`config.mk`:
```
export PLATFORM = sky130hd
export DESIGN_NAME = bus_trace_monitor
export DESIGN_NICKNAME = d
export VERILOG_FILES = /design/src/rtl/bus_trace_monitor.sv
export SDC_FILE = /design/constraint.sdc
export NUM_CORES = 1
export LEC_CHECK = 0
export ABC_CLOCK_PERIOD_IN_PS = 19800
export CAP_MARGIN = 0
export CORE_MARGIN = 8
export CORE_UTILIZATION = 35
export CTS_BUF_LIST = sky130_fd_sc_hd__clkbuf_2
export CTS_CLUSTER_DIAMETER = 40
export DETAILED_ROUTE_END_ITERATION = 10
export MAX_ROUTING_LAYER = met4
export SLEW_MARGIN = 10
export SYNTH_ARGS = -nofsm -noshare
export SYNTH_HDL_FRONTEND = slang
export SYNTH_SLANG_ARGS = --single-unit
export TNS_END_PERCENT = 5
```
`constraint.sdc`:
```
create_clock -name clk -period 19.8 [get_ports clk]
set_input_delay 2.97 -clock clk [delete_from_list [all_inputs] [get_ports clk]]
set_output_delay 2.97 -clock clk [all_outputs]
set_load 0.005 [all_outputs]
```
`src/rtl/bus_trace_monitor.sv`:
```
// Passive core/memory bus monitor: logs MMIO-window writes into a FWFT FIFO and
// flags halt on a stop address or cycle-budget timeout. Optional: MON_READ_LOG_EN.
module bus_trace_monitor #(
  parameter int ADDR_WIDTH = 32,
  parameter int DATA_WIDTH = 32,
  parameter logic [ADDR_WIDTH-1:0] WIN_MASK  = 32'h0000_0800,
  parameter logic [ADDR_WIDTH-1:0] WIN_MATCH = 32'h0000_0800,
  parameter logic [ADDR_WIDTH-1:0] HALT_ADDR = 32'h0000_0FFC,
  parameter int FIFO_DEPTH = 8,
  parameter int TIMEOUT_CYCLES = 4000
) (
  input  logic                  clk,
  input  logic                  reset,
  input  logic                  start,
  input  logic [ADDR_WIDTH-1:0] bus_address,
  input  logic                  bus_we,
  input  logic [DATA_WIDTH-1:0] bus_wdata,
  input  logic [DATA_WIDTH-1:0] bus_rdata,
  output logic                  log_valid,
  input  logic                  log_ready,
  output logic [ADDR_WIDTH-1:0] log_addr,
  output logic [DATA_WIDTH-1:0] log_data,
  output logic                  log_we,
  output logic                  running,
  output logic                  halted,
  output logic [1:0]            halt_cause,
  output logic                  overflow,
  output logic [15:0]           drop_count,
  output logic [31:0]           cycle_count
);

  localparam int PW    = $clog2(FIFO_DEPTH);
  localparam int PTR_W = PW + 1;
  localparam int EW    = ADDR_WIDTH + DATA_WIDTH + 1;
  localparam logic [PTR_W-1:0] DEPTH_P = PTR_W'(FIFO_DEPTH);
  localparam logic [31:0]      TO_LAST = 32'(TIMEOUT_CYCLES - 1);

  typedef enum logic [1:0] {
    ST_IDLE   = 2'd0,
    ST_RUN    = 2'd1,
    ST_HALTED = 2'd2
  } state_t;

  state_t state_r, state_s;
  logic   start_acc_s;
  logic [1:0] cause_s;

  logic running_r, halted_r, overflow_r;
  logic [1:0]  halt_cause_r;
  logic [15:0] drop_count_r;
  logic [31:0] cycle_count_r;

  logic run_s, win_s, hit_s, halt_addr_s, timeout_s;

  logic [EW-1:0]    mem_r [FIFO_DEPTH];
  logic [PTR_W-1:0] wr_ptr_r, rd_ptr_r, count_s, free_s;
  logic [PW-1:0]    idx0_s, idx1_s;
  logic [EW-1:0]    head_s;
  logic             pop_s, valid_s, acc0_s, acc1_s;
  logic [1:0]       drop_n_s;
  logic [16:0]      drop_sum_s;

  // Entry 0 is a completing read (older), entry 1 is this cycle's write hit.
  logic                  rpush_s;
  logic [ADDR_WIDTH-1:0] rpush_addr_s;
  logic [DATA_WIDTH-1:0] rpush_data_s;

  assign run_s       = (state_r == ST_RUN);
  assign win_s       = ((bus_address & WIN_MASK) == WIN_MATCH);
  assign hit_s       = run_s && bus_we && win_s;
  assign halt_addr_s = run_s && (bus_address == HALT_ADDR);
  assign timeout_s   = run_s && (TIMEOUT_CYCLES != 0) && (cycle_count_r == TO_LAST);

`ifdef MON_READ_LOG_EN
  logic                  pend_v_r;
  logic [ADDR_WIDTH-1:0] pend_addr_r;

  // One-entry pending read: address now, read data arrives next cycle.
  always_ff @(posedge clk) begin
    if (reset) begin
      pend_v_r    <= 1'b0;
      pend_addr_r <= '0;
    end else begin
      pend_v_r    <= run_s && !bus_we && win_s;
      pend_addr_r <= bus_address;
    end
  end

  assign rpush_s      = pend_v_r;
  assign rpush_addr_s = pend_addr_r;
  assign rpush_data_s = bus_rdata;
`else
  logic unused_rdata_s;
  assign unused_rdata_s = ^bus_rdata;
  assign rpush_s        = 1'b0;
  assign rpush_addr_s   = '0;
  assign rpush_data_s   = '0;
`endif

  // Next-state logic; halt address outranks timeout.
  always_comb begin
    state_s     = state_r;
    start_acc_s = 1'b0;
    cause_s     = halt_cause_r;
    case (state_r)
      ST_IDLE, ST_HALTED: begin
        if (start) begin
          state_s     = ST_RUN;
          start_acc_s = 1'b1;
          cause_s     = 2'd0;
        end else begin
          state_s = state_r;
        end
      end
      ST_RUN: begin
        if (halt_addr_s) begin
          state_s = ST_HALTED;
          cause_s = 2'd1;
        end else if (timeout_s) begin
          state_s = ST_HALTED;
          cause_s = 2'd2;
        end else begin
          state_s = ST_RUN;
        end
      end
      default: begin
        state_s = ST_IDLE;
        cause_s = 2'd0;
      end
    endcase
  end

  // FIFO occupancy and admission of up to two pushes per cycle.
  always_comb begin
    count_s    = wr_ptr_r - rd_ptr_r;
    valid_s    = (count_s != '0);
    pop_s      = valid_s && log_ready;
    free_s     = DEPTH_P - count_s + PTR_W'(pop_s);
    acc0_s     = rpush_s && (free_s != '0);
    acc1_s     = hit_s && (free_s > PTR_W'(acc0_s));
    drop_n_s   = 2'(rpush_s && !acc0_s) + 2'(hit_s && !acc1_s);
    drop_sum_s = 17'(drop_count_r) + 17'(drop_n_s);
    idx0_s     = wr_ptr_r[PW-1:0];
    idx1_s     = wr_ptr_r[PW-1:0] + PW'(acc0_s);
    head_s     = mem_r[rd_ptr_r[PW-1:0]];
  end

  // Control/status registers.
  always_ff @(posedge clk) begin
    if (reset) begin
      state_r       <= ST_IDLE;
      running_r     <= 1'b0;
      halted_r      <= 1'b0;
      halt_cause_r  <= 2'd0;
      overflow_r    <= 1'b0;
      drop_count_r  <= 16'd0;
      cycle_count_r <= 32'd0;
    end else begin
      state_r      <= state_s;
      running_r    <= (state_s == ST_RUN);
      halted_r     <= (state_s == ST_HALTED);
      halt_cause_r <= cause_s;
      if (start_acc_s) begin
        overflow_r    <= 1'b0;
        drop_count_r  <= 16'd0;
        cycle_count_r <= 32'd0;
      end else begin
        if (run_s) begin
          cycle_count_r <= cycle_count_r + 32'd1;
        end
        if (drop_n_s != 2'd0) begin
          overflow_r   <= 1'b1;
          drop_count_r <= drop_sum_s[16] ? 16'hFFFF : drop_sum_s[15:0];
        end
      end
    end
  end

  // FIFO pointers; the extra MSB separates full from empty.
  always_ff @(posedge clk) begin
    if (reset) begin
      wr_ptr_r <= '0;
      rd_ptr_r <= '0;
    end else begin
      wr_ptr_r <= wr_ptr_r + PTR_W'(acc0_s) + PTR_W'(acc1_s);
      if (pop_s) begin
        rd_ptr_r <= rd_ptr_r + PTR_W'(1'b1);
      end
    end
  end

  // FIFO storage; contents are don't-care while the slot is empty.
  always_ff @(posedge clk) begin
    if (acc0_s) begin
      mem_r[idx0_s] <= {rpush_addr_s, rpush_data_s, 1'b0};
    end
    if (acc1_s) begin
      mem_r[idx1_s] <= {bus_address, bus_wdata, 1'b1};
    end
  end

  assign log_valid   = valid_s;
  assign log_addr    = valid_s ? head_s[EW-1:DATA_WIDTH+1] : '0;
  assign log_data    = valid_s ? head_s[DATA_WIDTH:1] : '0;
  assign log_we      = valid_s && head_s[0];
  assign running     = running_r;
  assign halted      = halted_r;
  assign halt_cause  = halt_cause_r;
  assign overflow    = overflow_r;
  assign drop_count  = drop_count_r;
  assign cycle_count = cycle_count_r;

endmodule

```
* After elaboration in Yosys (flattened, before gate mapping)
Memories as Yosys holds them, arrays and structs flattened. A register that Yosys moved wholly into a read port is not among the register bits.
Index checks and enable logic that the tools add are counted.
** Operators by class
- $add $sub $neg :: 7
- $lt $le $gt $ge :: 1
- Equality and inequality tests :: 8
- Muxes and demuxes :: 17
- Reduce and logical (&&, ||, !) cells :: 14
** Operators by type and width (number)
- equality test 32 x 12 -> 1 bit, second input constant :: 2
- two-way mux 32 bit :: 2
- adder 32 x 1 -> 32 bit, second input constant :: 1
- adder 16 x 1 -> 17 bit :: 1
- two-way mux 16 bit :: 1
- two-way mux 2 bit :: 6
- adder 4 x 1 -> 4 bit :: 2
- case mux 2 bit (2 select lines) :: 2
- logical AND 1 bit :: 7
- two-way mux 3 bit :: 2
- adder 4 x 1 -> 4 bit, second input constant :: 1
- equality test 2 x 1 -> 1 bit, second input constant :: 2
- equality test 2 bit, second input constant :: 2
- > comparator 4 x 1 -> 1 bit, second input constant :: 1
- two-way mux 1 bit :: 4
- nonzero test 4 bit :: 1
- OR reduction 2 bit :: 2
- subtractor 4 bit :: 1
- subtractor 4 bit, first input constant :: 1
- != test 3 x 1 -> 1 bit, second input constant :: 1
- logical NOT 2 bit :: 1
- != test 2 bit, second input constant :: 1
- AND reduction 2 bit :: 1
- logical AND 1 bit, second input constant :: 1
- logical NOT 1 bit :: 1
** Word-level totals
- Flip-flop bits (word level) :: 63
- Bits in writable memories :: 512
- Input bits :: 101
- Output and inout bits :: 119
- Logic and storage cells :: 57
- Memories kept :: 1
** Memory list
- mem_r :: words 8, bits a word 64, rd ports 1, clocked after Yosys merged registers in 1, wr ports 1, line 55 : logic [EW-1:0] mem_r [FIFO_DEPTH];

* Depth between registers and ports, before layout
Gate-level depths: netlist of run 1.
- Depth in word-level cells :: 10
- Gate-level depth with buffers :: 18
- Depth with buffers taken out :: 17

* Worst setup path before layout of run 1
OpenSTA, ideal clock, no wires.
- Kind :: input to register
- From :: input log_ready
- To :: memory mem_r[4][0] in the netlist's numbering, enable pin
- Setup time :: 0.667 ns
- Arrival time :: 10.541 ns
- Data required time :: 19.133 ns
- Setup slack :: 8.593 ns
- Stages on the path :: 8
- Path buffers :: 0
- Cell sequence :: inv_1 > nand2_1 > ha_1 > xnor3_1 > nor3_1 > inv_1 > o21ai_2 > nor4b_1
** Between the ends
- Word-level cells in the longest chain between the ends :: 6
** RTL lines
- from (decl) :: line 20 : input logic log_ready,
- logical AND 1 bit :: line 137 : pop_s = valid_s && log_ready;
- adder 4 x 1 -> 4 bit :: line 138 : free_s = DEPTH_P - count_s + PTR_W'(pop_s);
- > comparator 4 x 1 -> 1 bit :: line 140 : acc1_s = hit_s && (free_s > PTR_W'(acc0_s));
- logical AND 1 bit :: line 140
- two-way mux 1 bit :: line 197 : if (acc1_s) begin
- two-way mux 1 bit (not written as such) :: line 198 : mem_r[idx1_s] <= {bus_address, bus_wdata, 1'b1};
- to (decl) :: line 55
No other way between the ends.

* Final worst setup path of run 1
- From :: register wr_ptr_r[2]
- To :: output log_addr[0]
** Between the ends
- Word-level cells in the longest chain between the ends :: 3
** RTL lines
- from (decl) :: line 56 : logic [PTR_W-1:0] wr_ptr_r, rd_ptr_r, count_s, free_s;
- from (signal assigned) :: line 185 : wr_ptr_r <= wr_ptr_r + PTR_W'(acc0_s) + PTR_W'(acc1_s);
- subtractor 4 bit :: line 135 : count_s = wr_ptr_r - rd_ptr_r;
- nonzero test 4 bit :: line 136 : valid_s = (count_s != '0);
- two-way mux 32 bit :: line 203 : assign log_addr = valid_s ? head_s[EW-1:DATA_WIDTH+1] : '0;
- to (decl) :: line 21 : output logic [ADDR_WIDTH-1:0] log_addr,
No other way between the ends.

==> summary.md, run 1 <==
| Metric | Value |
|---|---|
| Buf/Inv on CP | `2` |
| Syn_area_per_cell | `roughly 19 um2` |
| RSZ-0062 raised after global routing | `false` |
| Port Buffers | `roughly 190` |
| Clock Pin Slew Worst Setup and Hold Paths | `approximately 0.080 ns` |
| Critical path fanouts, max | `60` |
| Remaining Overflow, GRT | `0` |
| DR WL/cell | `~21 um` |
| Layout cell share with drive strength beyond 1 | `between 20% and 30%` |
| Number of vias per cell | `around 5` |
| Warnings, synthesis | `0` |
| Max Fclk | `about 0.12 GHz` |
| Die Area | `about 74000 um2` |
| Worst setup margin | `11.52 ns` |
| Critical setup path kind | `reg -> out` |
| Area Growth Syn to Fin | `19.0%` |
| Setup Buffers After CTS | `0` |
| Max IR drop VDD | `between 0.1 and 0.15 mV` |
| Initial Utilization | `35.4%` |
| Clk Latency, worst-skew pair | `1.26 ns` |
| Routed vias | `between 10000 and 15000` |
| Hold Fails Final Rpt | `0` |
| First-pass GRT wire length | `80900 um` |
| Final Cycle Share | `between 40% and 50%` |
| Net Count, Synth | `roughly 1300` |
| Slew Limit Fails | `0` |
| Max-cap violations | `0` |
| Mapped cell area | `between 20000 and 25000 um2` |
| Number of global-route vias before repair | `around 14000` |
| Setup TNS | `0 ns` |
| Fillers | `5849` |
| Worst slew margin | `between 20 and 30%` |
| Rows | `93` |
| Main synth FF type | `edfxtp_1` |
| Min cycle time layout | `8.28 ns` |
| Seq/Total Area, Yosys | `about three quarters` |
| Critical Path Max Stage Delay | `between 0.9 and 1 ns` |
| CP startpoint kind | `register` |
| Placement Setup Slack | `12.66 ns` |
| Pwr Density | `roughly 110 nW/um2` |
| Iteration-0 DRC count of the detailed router | `785` |
| Worst hold path class | `reg -> reg` |
| Endpoints failing setup | `0` |
| GRT Total Usage | `between 10% and 20%` |
| CP arrival | `between 5 and 6 ns` |
| Setup Skew | `between 0.1 and 0.15 ns` |
| Post-DRT Antenna Nets | `0` |
| Cts hold-fix bufs | `0` |
| Outcome | `complete, no violations` |
| WL final | `about 53000 um` |
| EDFF count, synth | `about 510` |
| Post-route DRC violation count | `0` |
| CP cell instances | `ha_1, and3b_1, or3_1, a2111oi_4, buf_4, nor2_1, clkdlybuf4s50_1` |
| Io pins | `220` |
| Nets | `roughly 1600` |
| Pre-antenna DRT Iters | `5` |
| Post-synth cell types | `53` |
| Die width | `271 um` |
| Pin count of the biggest net entering global routing | `between 90 and 100` |
| Largest delay contributor family on the critical path | `buffers and inverters` |
| H-Tree Depth | `4` |
| Worst Tran Pin Value | `about 1.1 ns` |
| Total Power | `0.00304 W` |
| Cts repair resizes | `0` |
| Slowest cell on crit path | `a2111oi_4` |
| CTS tree | `yes` |
| Gate Count Post-Synth | `between 1000 and 1500` |
| CTS max path bufs | `3` |
| Clock Sinks | `slightly below 600` |
| Die Ht | `roughly 270 um` |
| Register bit count reported by yosys | `just under 600` |
| Post-synth ARST share | `0%` |
| Core ar. | `64500 um2` |
| Crit. End Element | `output pin` |
| Initial antenna violation count | `8` |
| Routability cong. | `0.817` |
| P_leak | `~8.6 nW` |
| Root Driver | `clkbuf_2` |
| CTS Buf Count | `between 150 and 200` |
| CP required | `about 17 ns` |
| Detailed-placement wirelength estimate | `between 20000 and 30000 um` |
-- worst reg2reg max path: cells and delay by family (launching register included) --
kind	cells	cell delay, ns
compound gates	1	0.31
xor+xnor	1	0.24
fa+ha+maj	5	1.29
buf+inv	4	0.49
flops	1	0.56
simple gates	5	2.00
-- worst paths after layout --
kind / from / to / slack (ns) / depth (start not counted)
setup / recovery: wr_ptr_r[2] / log_addr[0] / 11.52 / 7
hold / removal: rd_ptr_r[3] / rd_ptr_r[3] / 0.50 / 2
setup reg to reg: wr_ptr_r[0] / drop_count[7] / 14.84 / 16
hold reg to reg: rd_ptr_r[3] / rd_ptr_r[3] / 0.50 / 2
-- per-layer routing --
metal / global-route usage, % / share of wire [%] / up-vias / routed length, um
li1: - / - / 5642 / -
met1: 17.7 / 43 / 6319 / 22500
met2: 23.4 / 49 / 366 / 25700
met3: 5.71 / 7.4 / 67 / 3930
met4: 4.23 / 1.2 / 0 / 633
met5: - / 0 / - / 0
-- state kept, by name, indices dropped and copies added (netlist names), named ones only --
name and cells:
overflow 1, rd_ptr_r 4, state_r 2, cycle_count 32, running 1, halt_cause 2, mem_r 512, wr_ptr_r 4
halted 1, drop_count 16
-- cell type report --
type | instances | area, um2 | share of cell area [%]
antenna | 8 | 20.0 | 0.0736
clock buffer | 221 | 1110 | 4.07
clock inverter | 47 | 300 | 1.10
inverter | 22 | 82.6 | 0.304
multi-input combinational | 566 | 5850 | 21.5
sequential | 578 | 16700 | 61.5
tap | 855 | 1070 | 3.94
timing repair buffer | 209 | 2050 | 7.54
-- power breakdown --
part / switching (W) / internal (W) / total [W]
Combinational: 0.000396 / 0.000449 / 0.000845
Clock: 0.000489 / 0.000333 / 0.000822
Sequential: 0.0000383 / 0.00134 / 0.00138
-- cells in the mapped netlist (all sizes together) (12+ instances only) --
| cell | count | area share [%] |
|---|---|---|
| edfxtp | 512 | 67 |
| mux4 | 128 | 13 |
| nor2 | 106 | 1.7 |
| mux2i | 67 | 2.9 |
| dfxtp | 66 | 5.8 |
| clkbuf | 35 | 0.58 |
| nand2 | 33 | 0.54 |
| buf | 26 | 0.54 |
| xnor2 | 25 | 0.96 |
| nor3 | 23 | 0.53 |
| inv | 22 | 0.36 |
| nor4 | 19 | 0.55 |
| nand3 | 15 | 0.33 |
| a21oi | 14 | 0.31 |
| nand4 | 12 | 0.33 |
-- metrics by stage --
step	utilization (%)	cell area, um2	std cells	hold WS (ns)
2_1_floorplan	-	22800	1227	0.464
3_3_place_gp	40.0	25800	2230	0.473
3_5_place_dp	40.0	25800	2230	0.485
4_1_cts	42.1	27200	2498	0.497
5_1_grt	42.2	27200	2506	0.522
6_report	42.2	27200	2506	0.495
-- cells in the final DEF (no fill, tap or decap), types with 14 or more instances in the layout --
cell | Yosys | routed
a21oi_1 | 14 | 14
mux2i_1 | 67 | 67
dfxtp_1 | 66 | 63
nand3_1 | 15 | 15
edfxtp_1 | 512 | 512
clkdlybuf4s50_1 | 0 | 187
clkinv_1 | 0 | 26
buf_4 | 1 | 21
nor2_1 | 106 | 106
clkbuf_2 | 0 | 221
nand2_1 | 33 | 33
mux4_2 | 128 | 128
xnor2_1 | 25 | 25
inv_1 | 22 | 22
nor4_1 | 18 | 16
nor3_1 | 22 | 17
-- logic make-up (layout without fill, tap and decap cells) --
| family | after synthesis | in the layout | share of synthesized area [%] |
|---|---|---|---|
| buffers and inverters | 83 | 499 | 1.48 |
| AO/OA/AOI/OAI | 60 | 60 | 1.83 |
| other | 0 | 8 | 0 |
| AND/OR/NAND/NOR | 264 | 264 | 5.81 |
| multiplexers | 196 | 196 | 15.6 |
| flip-flops | 578 | 578 | 73.1 |
| adder cells (fa/ha/maj) | 11 | 11 | 0.636 |
| XOR/XNOR | 35 | 35 | 1.53 |
Note: power is estimated with default switching activity, not from simulation.
==> inputs of run 2 (changes only) <==
ABC_CLOCK_PERIOD_IN_PS = 7600   (was 19800)
clock period = 7.6 ns   (was 19.8 ns; I/O delays follow)
==> summary.md, run 2 (synthesis gave the netlist of run 1 again) <==
| Metric | Value |
|---|---|
| Initial antenna violation count | `10 (+2)` |
| Root Driver | `clkbuf_2` |
| CTS Buf Count | `151 (-0.66%)` |
| Max reg flops | `512 (unchanged)` |
| Setup Buffers After CTS | `0 (unchanged)` |
| Die Area | `73700 um2 (unchanged)` |
| Sequential share of power | `43.8% (-1.4 points)` |
| Core ar. | `64500 um2 (unchanged)` |
| Min-delay src | `overflow` |
| Cts repair resizes | `0 (unchanged)` |
| Max Fclk | `roughly 0.17 GHz` |
| Dpl cells | `2233 (+0.13%)` |
| Logic gate share of total power | `28.0% (+0.2 points)` |
| Sw Share | `29.3% (-1.1 points)` |
| Pin count of the biggest net entering global routing | `129 (+33%)` |
| Clock power frac | `28.1% (+1.1 points)` |
| Critical Path Max Stage Delay | `0.57 ns (-0.37 ns)` |
| Remaining Overflow, GRT | `0 (unchanged)` |
| WL final | `53200 um (+0.74%)` |
| H-Tree Depth | `4 (unchanged)` |
| Pwr Density | `294 nW/um2 (+160%)` |
| Iteration-0 DRC count of the detailed router | `766 (-2.4%)` |
| Worst slew margin | `25.0% (-2.2 points)` |
| Port Buffers | `187 (unchanged)` |
| Clock Pin Slew Worst Setup and Hold Paths | `0.10 ns (+0.02 ns)` |
| Post-DRT Antenna Nets | `0 (unchanged)` |
| Hold Fails Final Rpt | `0 (unchanged)` |
| Post-route DRC violation count | `0 (unchanged)` |
| CP arrival | `4.90 ns (-0.41 ns)` |
| Rows | `93 (unchanged)` |
| Largest delay contributor family on the critical path | `buffers and inverters` |
| Number of vias per cell | `5.02 (+1.4%)` |
| GRT Total Usage | `14.8% (-0.065 points)` |
| Routability cong. | `0.823 (+0.70%)` |
| Pre-antenna DRT Iters | `5 (unchanged)` |
| Io pins | `220 (unchanged)` |
| Critical setup path kind | `reg -> out` |
| CP dominant cell by count | `buf_4` |
| Endpoints failing setup | `0 (unchanged)` |
| Final Non-Filler Cells | `2503 (-0.12%)` |
| Detailed-placement wirelength estimate | `29300 um (+1.3%)` |
| Largest register by flop count | `mem_r` |
| CP startpoint kind | `register` |
| Setup Skew | `0.0739 ns (-0.0273 ns)` |
| Worst hold path class | `reg -> reg` |
| Die width | `271 um (unchanged)` |
| RSZ-0062 raised after global routing | `false` |
| CP required | `6.46 ns (-10.37 ns)` |
| Cts hold-fix bufs | `0 (unchanged)` |
| Clock Sinks | `578 (unchanged)` |
| Nets | `1643 (+0.12%)` |
| Area Growth Syn to Fin | `19.5%` |
| Outcome | `complete, no violations` |
| First-pass GRT wire length | `80400 um (-0.65%)` |
| CTS max path bufs | `3 (unchanged)` |
| Number of global-route vias before repair | `13500 (-1.5%)` |
| Most frequent cells in the layout | `512 x edfxtp_1, 211 x clkbuf_2, 187 x clkdlybuf4s50_1, 128 x mux4_2, 106 x nor2_1` |
| Final Cycle Share | `around four fifths` |
| Critical path fanouts, max | `37 (-38%)` |
| Crit. End Element | `output pin` |
| Layout cell share with drive strength beyond 1 | `24.6% (-0.32 points)` |
| Critical R2R Launch | `wr_ptr_r[0]` |
| Min cycle time layout | `~6 ns` |
| Die Ht | `271 um (unchanged)` |
| Worst Tran Pin Value | `1.12 ns (+0.0225 ns)` |
| Initial Utilization | `35.4% (unchanged)` |
| P_leak | `8.59 nW (+0.41%)` |
| Max-cap violations | `0 (unchanged)` |
| Clk Latency, worst-skew pair | `1.26 ns (about the same)` |
| Critical path origin | `wr_ptr_r[2]` |
| Max IR drop VDD | `0.217 mV (+87%)` |
| Routed vias | `12600 (+1.3%)` |
| CTS tree | `yes` |
| DR WL/cell | `21.2 um (+0.86%)` |
| Pint | `0.00568 W (+170%)` |
| Slowest cell on crit path | `buf_4` |
| P_sw | `0.00235 W (+150%)` |
| Buf/Inv on CP | `3 (+1)` |
| CP cell instances | `ha_1, and3b_1, or3_1, a2111oi_4, buf_4, buf_4, nor2_1, clkdlybuf4s50_1` |
| Slew Limit Fails | `0 (unchanged)` |
| Finished Core Util | `42.3% (+0.16 points)` |
| Leading cell type in the layout, fill and taps excluded | `edfxtp_1` |
-- run 2: cell count changes in the layout (fill, tap and decap cells not counted), moves of 2 or more --
cell       change
clkbuf_2      -10
buf_4          +3
inv_2          +4
bufinv_16      +6
clkinv_4       -5
diode_2        +4
inv_6          -2
-- run 2: final timing paths --
path	slack (ns)	depth (start not counted)	end
setup / recovery	1.56	8	log_addr[0]
hold / removal	0.48	1	overflow
setup reg to reg	2.78	16	drop_count[11]
hold reg to reg	0.48	1	overflow
-- run 2: metal layers --
layer / routed length (um) / vias up / GRT usage, %
met4: 728 / 0 / 3.81
met1: 22500 / 6446 / 17.6
met3: 4280 / 71 / 6.19
met2: 25700 / 383 / 23.1
met5: 0 / - / -
li1: - / 5653 / -
-- run 2: per-stage QoR --
step           total power, W  setup slack, ns  setup TNS [ns]  hold WS, ns  area [um2]
2_1_floorplan         0.00483            -1.20         -153.57        0.464       22800
6_report              0.00803             1.56               0        0.476       27300
3_5_place_dp          0.00592             2.44               0        0.462       25800
3_3_place_gp          0.00590             2.43               0        0.459       25800
5_1_grt               0.00850             1.16               0        0.406       27300
4_1_cts               0.00822             1.25               0        0.353       27300
-- run 2: worst reg2reg max path: cells and delay by family (launching register included) --
family / cells / cell delay [ns]
compound gates: 1 / 0.28
fa+ha+maj: 5 / 1.28
flops: 1 / 0.55
xor+xnor: 1 / 0.24
simple gates: 5 / 1.89
buf+inv: 4 / 0.49
-- run 2: area by class of cell --
| class | count | area (um2) |
|---|---|---|
| Inverter | 22 | 82.6 |
| Clock buffer | 211 | 1060 |
| Clock inverter | 47 | 410 |
| Antenna cell | 12 | 30.0 |
| Fill cell | 5805 | 37200 |
| Multi-Input combinational cell | 566 | 5860 |
| Tap cell | 855 | 1070 |
| Sequential cell | 578 | 16700 |
| Timing Repair Buffer | 212 | 2070 |
-- run 2: power by group through the flow --
stage	Sequential [W]	Combinational (W)	Clock, W
floorplan	0.00357	0.00126	0
global route	0.00353	0.00244	0.00252
detailed placement	0.00360	0.00232	0
CTS	0.00353	0.00233	0.00236
finish	0.00352	0.00225	0.00226
global placement	0.00360	0.00230	0
